===== config.mk =====
export PLATFORM = sky130hd
export DESIGN_NAME = pdm_mic_ctrl
export DESIGN_NICKNAME = d
export VERILOG_FILES = /design/src/rtl/pdm_mic_ctrl.sv
export SDC_FILE = /design/constraint.sdc
export NUM_CORES = 1
export LEC_CHECK = 0
export ABC_AREA = 0
export BUFFER_PORTS_ARGS = -buffer_cell sky130_fd_sc_hd__buf_2
export CORE_AREA = 2 2 66 68
export DETAILED_ROUTE_END_ITERATION = 7
export DIE_AREA = 0 0 68 70
export GPL_TIMING_DRIVEN = 0
export MAX_ROUTING_LAYER = met4
export PLACE_DENSITY = 0.89
export SYNTH_ARGS = -nofsm -noshare
export SYNTH_HDL_FRONTEND = slang
export SYNTH_SLANG_ARGS = --single-unit

===== constraint.sdc =====
create_clock -name clk -period 2.35 [get_ports clk]
set_input_delay 0.5875 -clock clk [delete_from_list [all_inputs] [get_ports clk]]
set_output_delay 0.5875 -clock clk [all_outputs]
set_load 0.03 [all_outputs]

===== src/rtl/pdm_mic_ctrl.sv =====
// PDM mic front-end: per-window ones count, right channel only with PDM_STEREO_EN; sample valid 1 clk after window end.
// Sample held on valid until ready; a window end while stalled overwrites l/r and sets sticky overrun.
module pdm_mic_ctrl #(
  parameter int CLK_DIV = 14,
  parameter int DEC     = 128,
  parameter int WARM    = 2
) (
  input  logic       clk,
  input  logic       reset_n,
  input  logic       enable,
  output logic       mic_clk,
  output logic       mic_lrsel,
  input  logic       mic_data,
  output logic [7:0] l,
  output logic [7:0] r,
  output logic       valid,
  input  logic       ready,
  output logic       overrun,
  input  logic       clr_overrun
);
  typedef enum logic [1:0] {IDLE, WARMUP, RUN} state_t;

  state_t     r_state;
  logic [7:0] r_phase;
  logic [7:0] r_win;
  logic [7:0] r_cnt_l;
  logic [3:0] r_wcnt;
  logic       w_last;
  logic       w_smp_l;
  logic       w_step;
  logic       w_wend;
  logic [7:0] w_cnt_l_nx;

  assign mic_lrsel  = 1'b0;
  assign w_last     = (r_phase == 8'(CLK_DIV - 1));
  assign w_smp_l    = w_last && mic_clk;
  assign w_cnt_l_nx = (w_smp_l && mic_data && (r_cnt_l != 8'hFF)) ? r_cnt_l + 8'd1 : r_cnt_l;

`ifdef PDM_STEREO_EN
  logic [7:0] r_cnt_r;
  logic       r_primed;  // the low phase before the first rising edge carries no right bit
  logic       w_smp_r;
  logic [7:0] w_cnt_r_nx;

  assign w_smp_r    = w_last && !mic_clk && r_primed;
  assign w_cnt_r_nx = (w_smp_r && mic_data && (r_cnt_r != 8'hFF)) ? r_cnt_r + 8'd1 : r_cnt_r;
  assign w_step     = w_smp_r;
`else
  assign w_step     = w_smp_l;
  assign r          = 8'd0;
`endif

  assign w_wend = w_step && (r_win == 8'(DEC - 1));

  always_ff @(posedge clk) begin
    if (!reset_n) begin
      r_state <= IDLE;
      mic_clk <= 1'b0;
      r_phase <= 8'd0;
      r_win   <= 8'd0;
      r_cnt_l <= 8'd0;
      r_wcnt  <= 4'd0;
      l       <= 8'd0;
      valid   <= 1'b0;
      overrun <= 1'b0;
`ifdef PDM_STEREO_EN
      r_cnt_r  <= 8'd0;
      r_primed <= 1'b0;
      r        <= 8'd0;
`endif
    end else begin
      if (clr_overrun) overrun <= 1'b0;
      case (r_state)
        IDLE: begin
          if (enable) r_state <= (WARM == 0) ? RUN : WARMUP;
        end
        default: begin
          if (!enable) begin
            r_state <= IDLE;
            mic_clk <= 1'b0;
            r_phase <= 8'd0;
            r_win   <= 8'd0;
            r_cnt_l <= 8'd0;
            r_wcnt  <= 4'd0;
            valid   <= 1'b0;
`ifdef PDM_STEREO_EN
            r_cnt_r  <= 8'd0;
            r_primed <= 1'b0;
`endif
          end else begin
            r_phase <= w_last ? 8'd0 : r_phase + 8'd1;
            if (w_last) mic_clk <= ~mic_clk;
            if (valid && ready) valid <= 1'b0;
`ifdef PDM_STEREO_EN
            if (w_smp_l) r_primed <= 1'b1;
`endif
            if (w_wend) begin
              r_win   <= 8'd0;
              r_cnt_l <= 8'd0;
`ifdef PDM_STEREO_EN
              r_cnt_r <= 8'd0;
`endif
              if (r_state == WARMUP) begin
                if (r_wcnt == 4'(WARM - 1)) begin
                  r_state <= RUN;
                  r_wcnt  <= 4'd0;
                end else begin
                  r_wcnt <= r_wcnt + 4'd1;
                end
              end else begin
                l     <= w_cnt_l_nx;
`ifdef PDM_STEREO_EN
                r     <= w_cnt_r_nx;
`endif
                valid <= 1'b1;
                // set wins over a simultaneous clear
                if (valid && !ready) overrun <= 1'b1;
              end
            end else begin
              r_cnt_l <= w_cnt_l_nx;
`ifdef PDM_STEREO_EN
              r_cnt_r <= w_cnt_r_nx;
`endif
              if (w_step) r_win <= r_win + 8'd1;
            end
          end
        end
      endcase
    end
  end
endmodule


==> impl_metrics.env, run 1 <==
export IMPL_synth_seq_cells=41
export IMPL_seq_power_share=0.562
export IMPL_cts_hold_buffers=0
export IMPL_clockBufferDepth=2
export IMPL_antenna_found_initial=0
export IMPL_yosysWarnings=0
export IMPL_yosysTopAreaCell="dfxtp_1"
export IMPL_htree_levels=2
export IMPL_syn_inst=277
export IMPL_cap_violations=0
export IMPL_grt_pass1_vias=1847
export IMPL_cts_made_buffers=5
export IMPL_crit_family="simple AND/OR/NAND/NOR gates"
export IMPL_finalNetCount=323
export IMPL_synth_edff_count=0
export IMPL_tritoncts="done"
export IMPL_synth_avg_cell_area_um2=8.122
export IMPL_fmax_ghz=0.4454
export IMPL_min_period_ps=2245
export IMPL_drcViolationCount=0
export IMPL_p_comb_frac=0.078
export IMPL_grt_max_degree=12
export IMPL_endpoint_kind="flip-flop"
export IMPL_globalRouteOverflowTotal=0
export IMPL_hold_ws_ps=476.8
export IMPL_vias=2085
export IMPL_timing_rr_end="overrun"
export IMPL_gp_routability_congestion=0.9422
export IMPL_drt_pass1_iter_count=4
export IMPL_finClkSkew_ps=9.792
export IMPL_startpoint="r_phase[1]"
export IMPL_ys_flop_type="dfxtp_1"
export IMPL_status="finished, final reports clean"
export IMPL_reg2reg_slack_ps=100
export IMPL_max_slew_margin=0.5900
export IMPL_drt_iter0_drc=169
export IMPL_drtAntennaViolNets=0
export IMPL_cts_clk_slew_worst_paths_ps=80
export IMPL_async_reset_ff_frac=0
export IMPL_p_per_area_mw_per_mm2=488.8
export IMPL_clk_latency_ps=290
export IMPL_peakVddDrop_mv=0.3147
export IMPL_cp_required_ps=2560
export IMPL_post_drt_wl_per_cell_um=13.54
export IMPL_dieArea_mm2=0.004760
export IMPL_drive_gt1_frac=0.1571
export IMPL_crit_end="overrun"
export IMPL_crit_buf_inv=3
export IMPL_drv_slew=0
export IMPL_fin_util=0.6156
export IMPL_hold_violations=0
export IMPL_hp_class="flip-flop to flip-flop"
export IMPL_final_cell_count_no_fill=364
export IMPL_p_clk_frac=0.360
export IMPL_rows=24
export IMPL_root_buffer="clkbuf_8"
export IMPL_ys_seq_area_frac=0.3648
export IMPL_worstRegToRegCells=9
export IMPL_crit_path_start_kind="flip-flop"
export IMPL_arrival_ps=2460
export IMPL_dp_cells=353
export IMPL_fin_crit_sh=0.9554
export IMPL_swShare=0.2460
export IMPL_power_switching_uw=306.8
export IMPL_die_w_um=68
export IMPL_crit_type="flip-flop to flip-flop"
export IMPL_wl_um=4930
export IMPL_vias_per_cell=5.728
export IMPL_cts_sinks=41
export IMPL_ios=26
export IMPL_die_height_um=70
export IMPL_yosys_top_cells_area="dfxtp_1, nor2_1, nand2_1, a21oi_1, o21ai_0"
export IMPL_slowest_delay_ps=480
export IMPL_netlist_area_mm2=0.002250
export IMPL_place_hpwl_um=3428
export IMPL_r2r_start="r_phase[1]"
export IMPL_initial_core_util=0.5429
export IMPL_place_area_mm2=0.002425
export IMPL_power_internal_uw=940.2
export IMPL_numPortBuffers=16
export IMPL_worst_path_max_fanout=9
export IMPL_synthDistinctLibCells=48
export IMPL_synth_most_common_cell="dfxtp_1"
export IMPL_grt_first_pass_wirelength_um=8217
export IMPL_stdcell_area_mm2=0.002551
export IMPL_crit_chain="inv_1, ha_2, or4b_4, nor4_4, and3_1, buf_6, buf_12, nand3b_1, a21oi_1"
export IMPL_fill_cells=358
export IMPL_setup_viol=0
export IMPL_core_area_mm2=0.004144
export IMPL_grt_use_total=0.2270
export IMPL_critical_path_depth=9
export IMPL_synth_common_cells="dfxtp_1, nor2_1, nand2_1, a21oi_1, o21ai_0"
export IMPL_worst_pin_slew_ps=610.4
export IMPL_cp_slowest_cell="or4b_4"
export IMPL_synth_top_area_frac=0.3648
export IMPL_diodes=0
export IMPL_power_uw=1247
export IMPL_area_delta_synth_final_pct=13.40
export IMPL_p_leak_uw=0.0009543
==> placed cells by master (no fill, tap or decap), drive strengths merged, types with 3 or more instances in the layout <==
cell,n
xor2,6
ha,6
buf,32
nand4,6
and3,4
nand4b,4
or2,3
nor4,5
o21ai,16
conb,9
nand2,23
nor3,15
a21oi,18
o21a,3
a31oi,12
nor2,33
inv,6
xnor2,8
o31ai,3
o31a,3
clkbuf,17
nand3,15
nand2b,4
dfxtp,41
==> flip-flops by register name (all words and copies together), names as in the netlist, 2 cells and up <==
signal / count
l: 8
r_cnt_l: 8
r_phase: 8
r_state: 2
r_wcnt: 4
r_win: 8
==> layer usage <==
layer  vias to the layer above  global-route usage  wire length, µm
li1                       1041                   -                -
met1                       954              0.3018             2163
met2                        78              0.3366             2322
met3                        12             0.04670              367
met4                         0             0.08667               76
met5                         -                   -                0
==> cell type report <==
class                   instances  area, µm²  share of cell area
plain buffers                  22      142.6             0.05591
clock buffers                   8      80.08             0.03139
inverters                       6      22.52            0.008828
multi-input cells             216       1303              0.5105
flip-flops and latches         41      823.3              0.3227
well taps                      52      65.06             0.02550
repair buffers                 19      115.1             0.04512
==> worst reg2reg max path: cells and delay by family (launching register included) <==
kind | cells | cell delay (ps)
buffers and inverters | 3 | 330
adders and majority gates | 1 | 190
AOI/OAI and AO/OA | 1 | 140
DFF | 1 | 340
and+or+nand+nor | 4 | 1160
==> metrics by stage <==
stage,setup slack (ps),setup TNS [ps]
after global routing,-19.88,-19.88
after floorplan,258.8,0
after global placement,15.85,0
final,104.9,0
after detailed placement,10.70,0
after CTS,9.531,0
==> timing repair <==
item / CTS / global route
buffers inserted: 1 / 2
endpoints found under the setup margin: 2 / 25
resized for setup: 0 / 4
pin swaps: 1 / 2
==> how the worst min path moves through the flow <==
stage / start / end / slack, ps / depth (start not counted)
finish: l[4] / l[4] / 480 / 2
global route: l[4] / l[4] / 500 / 2
CTS: l[4] / l[4] / 480 / 2
detailed placement: l[4] / l[4] / 460 / 2
global placement: l[4] / l[4] / 450 / 2
floorplan: r_cnt_l[1] / l[1] / 470 / 2
==> power by group through the flow <==
stage          Combinational (µW)  Clock [µW]  Sequential [µW]
3_3_place_gp                 91.7           0              717
3_5_place_dp                 92.9           0              717
2_1_floorplan                72.3           0              716
5_1_grt                       107         473              702
6_report                     97.1         449              701
4_1_cts                      96.0         447              701
==> logic make-up (layout without fill, tap and decap cells) <==
group,Yosys count,in the layout,share of synthesized area
and+or+nand+nor,123,123,0.2903
AOI/OAI and AO/OA,61,61,0.1680
DFF,41,41,0.3649
buffers and inverters,28,55,0.07341
xor gates and xnor gates,14,14,0.05451
adders and majority gates,6,6,0.03337
muxes,3,3,0.01390
other,1,9,0.001667
Power figures use the tool's default switching activity.
==> run 2, diff against run 1 <==
--- a/config.mk
+++ b/config.mk
@@ -7,12 +7,12 @@
 export LEC_CHECK = 0
 export ABC_AREA = 0
 export BUFFER_PORTS_ARGS = -buffer_cell sky130_fd_sc_hd__buf_2
-export CORE_AREA = 2 2 66 68
+export CORE_AREA = 2 2 64 66
 export DETAILED_ROUTE_END_ITERATION = 7
-export DIE_AREA = 0 0 68 70
+export DIE_AREA = 0 0 66 68
 export GPL_TIMING_DRIVEN = 0
 export MAX_ROUTING_LAYER = met4
-export PLACE_DENSITY = 0.89
+export PLACE_DENSITY = 0.91
 export SYNTH_ARGS = -nofsm -noshare
 export SYNTH_HDL_FRONTEND = slang
 export SYNTH_SLANG_ARGS = --single-unit
==> constraint.sdc (replaced) <==
create_clock -name clk -period 2.8 [get_ports clk]
set_input_delay 0.7 -clock clk [delete_from_list [all_inputs] [get_ports clk]]
set_output_delay 0.7 -clock clk [all_outputs]
set_load 0.03 [all_outputs]
==> run 2 against run 1 <==
Die area shrank 5.7%. Sequential share of layout area grew 0.061 points. Highest routed layer unchanged. Combinational power shrank 17%. Critical path type unchanged. Via count grew 2.8%. Fmax down 6.8%. Routed wire length rose by 3.4%. Clock skew down 2.6 ps.
==> impl_metrics.env, run 2 (synthesized netlist as in run 1, its figures left out) <==
export IMPL_grt_pass1_vias=1796
export IMPL_drive_gt1_frac=0.1424
export IMPL_setup_viol=0
export IMPL_initial_core_util=0.5834
export IMPL_p_per_area_mw_per_mm2=456.6
export IMPL_gp_routability_congestion=0.9074
export IMPL_slowest_delay_ps=490
export IMPL_final_cell_mix="dfxtp_1, nor2_1, nand2_1"
export IMPL_grt_max_degree=13
export IMPL_grt_first_pass_wirelength_um=8183
export IMPL_drcViolationCount=0
export IMPL_min_period_ps=2410
export IMPL_antenna_found_initial=0
export IMPL_drt_pass1_iter_count=5
export IMPL_tritoncts="done"
export IMPL_endpoint_kind="flip-flop"
export IMPL_vias=2144
export IMPL_clockBufferDepth=2
export IMPL_final_common_cell="dfxtp_1"
export IMPL_hold_violations=0
export IMPL_htree_levels=2
export IMPL_cts_made_buffers=5
export IMPL_fmax_ghz=0.4150
export IMPL_max_slew_margin=0.5764
export IMPL_peakVddDrop_mv=0.3336
export IMPL_drv_slew=0
export IMPL_rows=23
export IMPL_area_delta_synth_final_pct=12.85
export IMPL_cts_sinks=41
export IMPL_crit_type="flip-flop to flip-flop"
export IMPL_place_area_mm2=0.002422
export IMPL_place_hpwl_um=3686
export IMPL_cts_hold_buffers=0
export IMPL_die_w_um=66
export IMPL_ios=26
export IMPL_crit_family="simple AND/OR/NAND/NOR gates"
export IMPL_drtAntennaViolNets=0
export IMPL_wl_um=5099
export IMPL_status="finished, final reports clean"
export IMPL_postCtsSetupBuffers=0
export IMPL_root_buffer="clkbuf_8"
export IMPL_crit_buf_inv=0
export IMPL_p_leak_uw=0.0009550
export IMPL_dp_cells=351
export IMPL_rsz0062_at_grt="false"
export IMPL_arrival_ps=2590
export IMPL_cp_required_ps=2980
export IMPL_core_area_mm2=0.003856
export IMPL_hp_class="flip-flop to flip-flop"
export IMPL_crit_chain="ha_1, or4b_4, nor4_4, nor3_1, a21oi_2, o21ai_0"
export IMPL_diodes=0
export IMPL_numPortBuffers=16
export IMPL_vias_per_cell=5.972
export IMPL_cap_violations=0
export IMPL_clk_latency_ps=300
export IMPL_dieArea_mm2=0.004488
export IMPL_crit_path_start_kind="flip-flop"
export IMPL_postCtsResizedCells=0
export IMPL_grt_use_total=0.2500
export IMPL_die_height_um=68
export IMPL_tns_ps=0
export IMPL_fin_crit_sh=0.8607
export IMPL_cts_clk_slew_worst_paths_ps=80
export IMPL_hold_ws_ps=473.1
export IMPL_post_drt_wl_per_cell_um=14.20
export IMPL_worst_pin_slew_ps=629.6
export IMPL_stdcell_area_mm2=0.002539
export IMPL_cp_slowest_cell="or4b_4"
export IMPL_drt_iter0_drc=128
export IMPL_finalNetCount=320
export IMPL_worst_path_max_fanout=7
export IMPL_finClkSkew_ps=7.190
export IMPL_final_cell_count_no_fill=359
export IMPL_globalRouteOverflowTotal=0
run 2: power by group:
group          switching, µW  total, µW  internal (µW)
Clock                    200        491            291
Sequential              3.29        588            585
Combinational           55.3       80.3           25.0
run 2: area by class of cell:
| cell class | count | area [µm²] |
|---|---|---|
| tap | 50 | 62.56 |
| sequential | 41 | 820.8 |
| fill | 346 | 1318 |
| inverter | 6 | 22.52 |
| clock inverter | 1 | 30.03 |
| clock buffer | 7 | 86.33 |
| multi-input combinational | 216 | 1294 |
| timing repair buffer | 16 | 80.08 |
| buffer | 22 | 142.6 |
run 2: final timing paths:
kind                    from    endpoint  slack [ps]  depth (start not counted)
setup / recovery  r_phase[0]  r_cnt_l[2]         390                          6
hold / removal          l[4]        l[4]         470                          2
setup reg to reg  r_phase[0]  r_cnt_l[2]         390                          6
hold reg to reg         l[4]        l[4]         470                          2
run 2: worst min-delay path, delay by kind of cell (launching register included):
kind	cells	cell delay (ps)
AOI/OAI and AO/OA	1	60
DFF	1	310
and+or+nand+nor	1	60
run 2: stage by stage:
step | total power [µW] | setup WS [ps] | util
after CTS | 1164 | 396.1 | 0.6583
after detailed placement | 680.8 | 425.6 | 0.6282
after floorplan | 661.8 | 708.8 | -
after global routing | 1207 | 255.5 | 0.6583
after global placement | 679.2 | 498.0 | 0.6282
final | 1159 | 390.1 | 0.6583
run 2: routing by layer:
| metal | track usage | up-vias | routed length (µm) |
|---|---|---|---|
| li1 | - | 1034 | - |
| met1 | 0.3158 | 1014 | 2188 |
| met2 | 0.3902 | 85 | 2428 |
| met3 | 0.05592 | 11 | 370 |
| met4 | 0.1046 | 0 | 111 |
| met5 | - | - | 0 |
==> run 3, diff against run 2 <==
--- a/config.mk
+++ b/config.mk
@@ -7,12 +7,12 @@
 export LEC_CHECK = 0
 export ABC_AREA = 0
 export BUFFER_PORTS_ARGS = -buffer_cell sky130_fd_sc_hd__buf_2
-export CORE_AREA = 2 2 64 66
+export CORE_AREA = 2 2 66 68
 export DETAILED_ROUTE_END_ITERATION = 7
-export DIE_AREA = 0 0 66 68
+export DIE_AREA = 0 0 68 70
 export GPL_TIMING_DRIVEN = 0
 export MAX_ROUTING_LAYER = met4
-export PLACE_DENSITY = 0.91
+export PLACE_DENSITY = 0.87
 export SYNTH_ARGS = -nofsm -noshare
 export SYNTH_HDL_FRONTEND = slang
 export SYNTH_SLANG_ARGS = --single-unit
==> constraint.sdc (replaced) <==
create_clock -name clk -period 2.4 [get_ports clk]
set_input_delay 0.6 -clock clk [delete_from_list [all_inputs] [get_ports clk]]
set_output_delay 0.6 -clock clk [all_outputs]
set_load 0.03 [all_outputs]
==> run 3 against run 2 <==
Cell area fell by 0.44%. Highest routed layer unchanged. Clock skew rose by 4.5 ps. Core utilization fell by 4.8 points. Sequential cell count did not move. Combinational power rose by 18%. Critical path depth rose by 2. Register-to-register slack got worse by 230 ps.
==> impl_metrics.env, run 3 (synthesized netlist as in run 1, its figures left out) <==
export IMPL_die_w_um=68
export IMPL_cts_made_buffers=5
export IMPL_crit_buf_inv=2
export IMPL_hold_ws_ps=474.3
export IMPL_final_cell_count_no_fill=362
export IMPL_wl_met2_um=2282
export IMPL_place_ws_ps=34.46
export IMPL_globalRouteOverflowTotal=0
export IMPL_cts_clk_slew_worst_paths_ps=70
export IMPL_vias=2093
export IMPL_rsz0062_at_grt="false"
export IMPL_arrival_ps=2460
export IMPL_max_slew_margin=0.5422
export IMPL_p_leak_uw=0.0009515
export IMPL_core_area_mm2=0.004144
export IMPL_status="finished, final reports clean"
export IMPL_crit_path_start_kind="flip-flop"
export IMPL_crit_type="flip-flop to flip-flop"
export IMPL_antenna_found_initial=0
export IMPL_dieArea_mm2=0.004760
export IMPL_area_delta_synth_final_pct=12.35
export IMPL_final_cell_mix="dfxtp_1, nor2_1, nand2_1"
export IMPL_gp_routability_congestion=0.9191
export IMPL_initial_core_util=0.5429
export IMPL_htree_levels=2
export IMPL_grt_use_total=0.2326
export IMPL_drtAntennaViolNets=0
export IMPL_wl_um=4954
export IMPL_ios=26
export IMPL_place_hpwl_um=3584
export IMPL_dp_cells=353
export IMPL_cts_sinks=41
export IMPL_finalNetCount=322
export IMPL_diodes=0
export IMPL_numPortBuffers=16
export IMPL_clk_latency_ps=300
export IMPL_die_height_um=70
export IMPL_hp_class="flip-flop to flip-flop"
export IMPL_final_common_cell="dfxtp_1"
export IMPL_drt_iter0_drc=157
export IMPL_min_period_ps=2239
export IMPL_cp_slowest_cell="or4_1"
export IMPL_grt_pass1_vias=1910
export IMPL_drive_gt1_frac=0.1484
export IMPL_clockBufferDepth=2
export IMPL_worst_pin_slew_ps=681.4
export IMPL_hold_violations=0
export IMPL_drt_pass1_iter_count=4
export IMPL_wl_met1_um=2206
export IMPL_p_per_area_mw_per_mm2=487.4
export IMPL_post_drt_wl_per_cell_um=13.69
export IMPL_grt_max_degree=12
export IMPL_peakVddDrop_mv=0.4044
export IMPL_slowest_delay_ps=510
export IMPL_vias_per_cell=5.782
export IMPL_crit_family="simple AND/OR/NAND/NOR gates"
export IMPL_route_met3_wl_um=309
export IMPL_setup_viol=0
export IMPL_drcViolationCount=0
export IMPL_worst_path_max_fanout=9
export IMPL_rows=24
export IMPL_cap_violations=0
export IMPL_fmax_ghz=0.4466
export IMPL_tritoncts="done"
export IMPL_endpoint_kind="flip-flop"
export IMPL_highest_layer="met4"
export IMPL_final_setup_worst_slack_ps=160.8
export IMPL_cp_required_ps=2620
export IMPL_tns_ps=0
export IMPL_drv_slew=0
export IMPL_fin_crit_sh=0.9330
export IMPL_finClkSkew_ps=11.65
export IMPL_cts_hold_buffers=0
export IMPL_crit_chain="inv_1, ha_1, nor4b_4, nand4_1, or2_1, clkbuf_1, or4_1, o21ai_0"
export IMPL_grt_first_pass_wirelength_um=8300
export IMPL_root_buffer="clkbuf_8"
[run 3: worst reg2reg max path, stage by stage (launching register included)]
cell and delay, ps:
dfxtp_1 350, inv_1 70, ha_1 160, nor4b_4 290, nand4_1 240, or2_1 280, clkbuf_1 210, or4_1 510
o21ai_0 80
[run 3: metrics by stage]
stage	cell area, µm²	power, µW	utilization
2_1_floorplan	2280	772.2	-
5_1_grt	2527	1281	0.6099
4_1_cts	2511	1240	0.6060
3_5_place_dp	2425	793.8	0.5851
3_3_place_gp	2425	792.3	0.5851
6_report	2527	1232	0.6099
[run 3: timing repair]
item	4_1_cts	5_1_grt
gates resized for setup	0	1
setup buffers	0	2
setup endpoints to repair	0	18
[run 3: area by class of cell]
cell class              count  area [µm²]
well taps                  52       65.06
multi-input cells         216        1294
repair buffers             18       95.09
plain buffers              22       142.6
inverters                   6       22.52
flip-flops and latches     41       822.0
fillers                   381        1617
clock buffers               7       86.33
[run 3: where the power goes]
| group | internal (µW) | total (µW) | switching [µW] |
|---|---|---|---|
| registers | 683 | 687 | 3.87 |
| logic | 30.8 | 94.9 | 64.1 |
| clock network | 228 | 450 | 222 |
[run 3: layer usage]
layer,global-route usage,vias to the layer above
met5,-,-
met4,0.1111,0
li1,-,1039
met1,0.2946,978
met2,0.3430,61
met3,0.05797,15
[run 3: final timing paths]
kind                   start  depth (start not counted)  slack, ps         end
hold reg to reg      overrun                          2        470     overrun
setup reg to reg  r_phase[1]                          8        160  r_cnt_l[1]
hold / removal       overrun                          2        470     overrun
setup / recovery  r_phase[1]                          8        160  r_cnt_l[1]
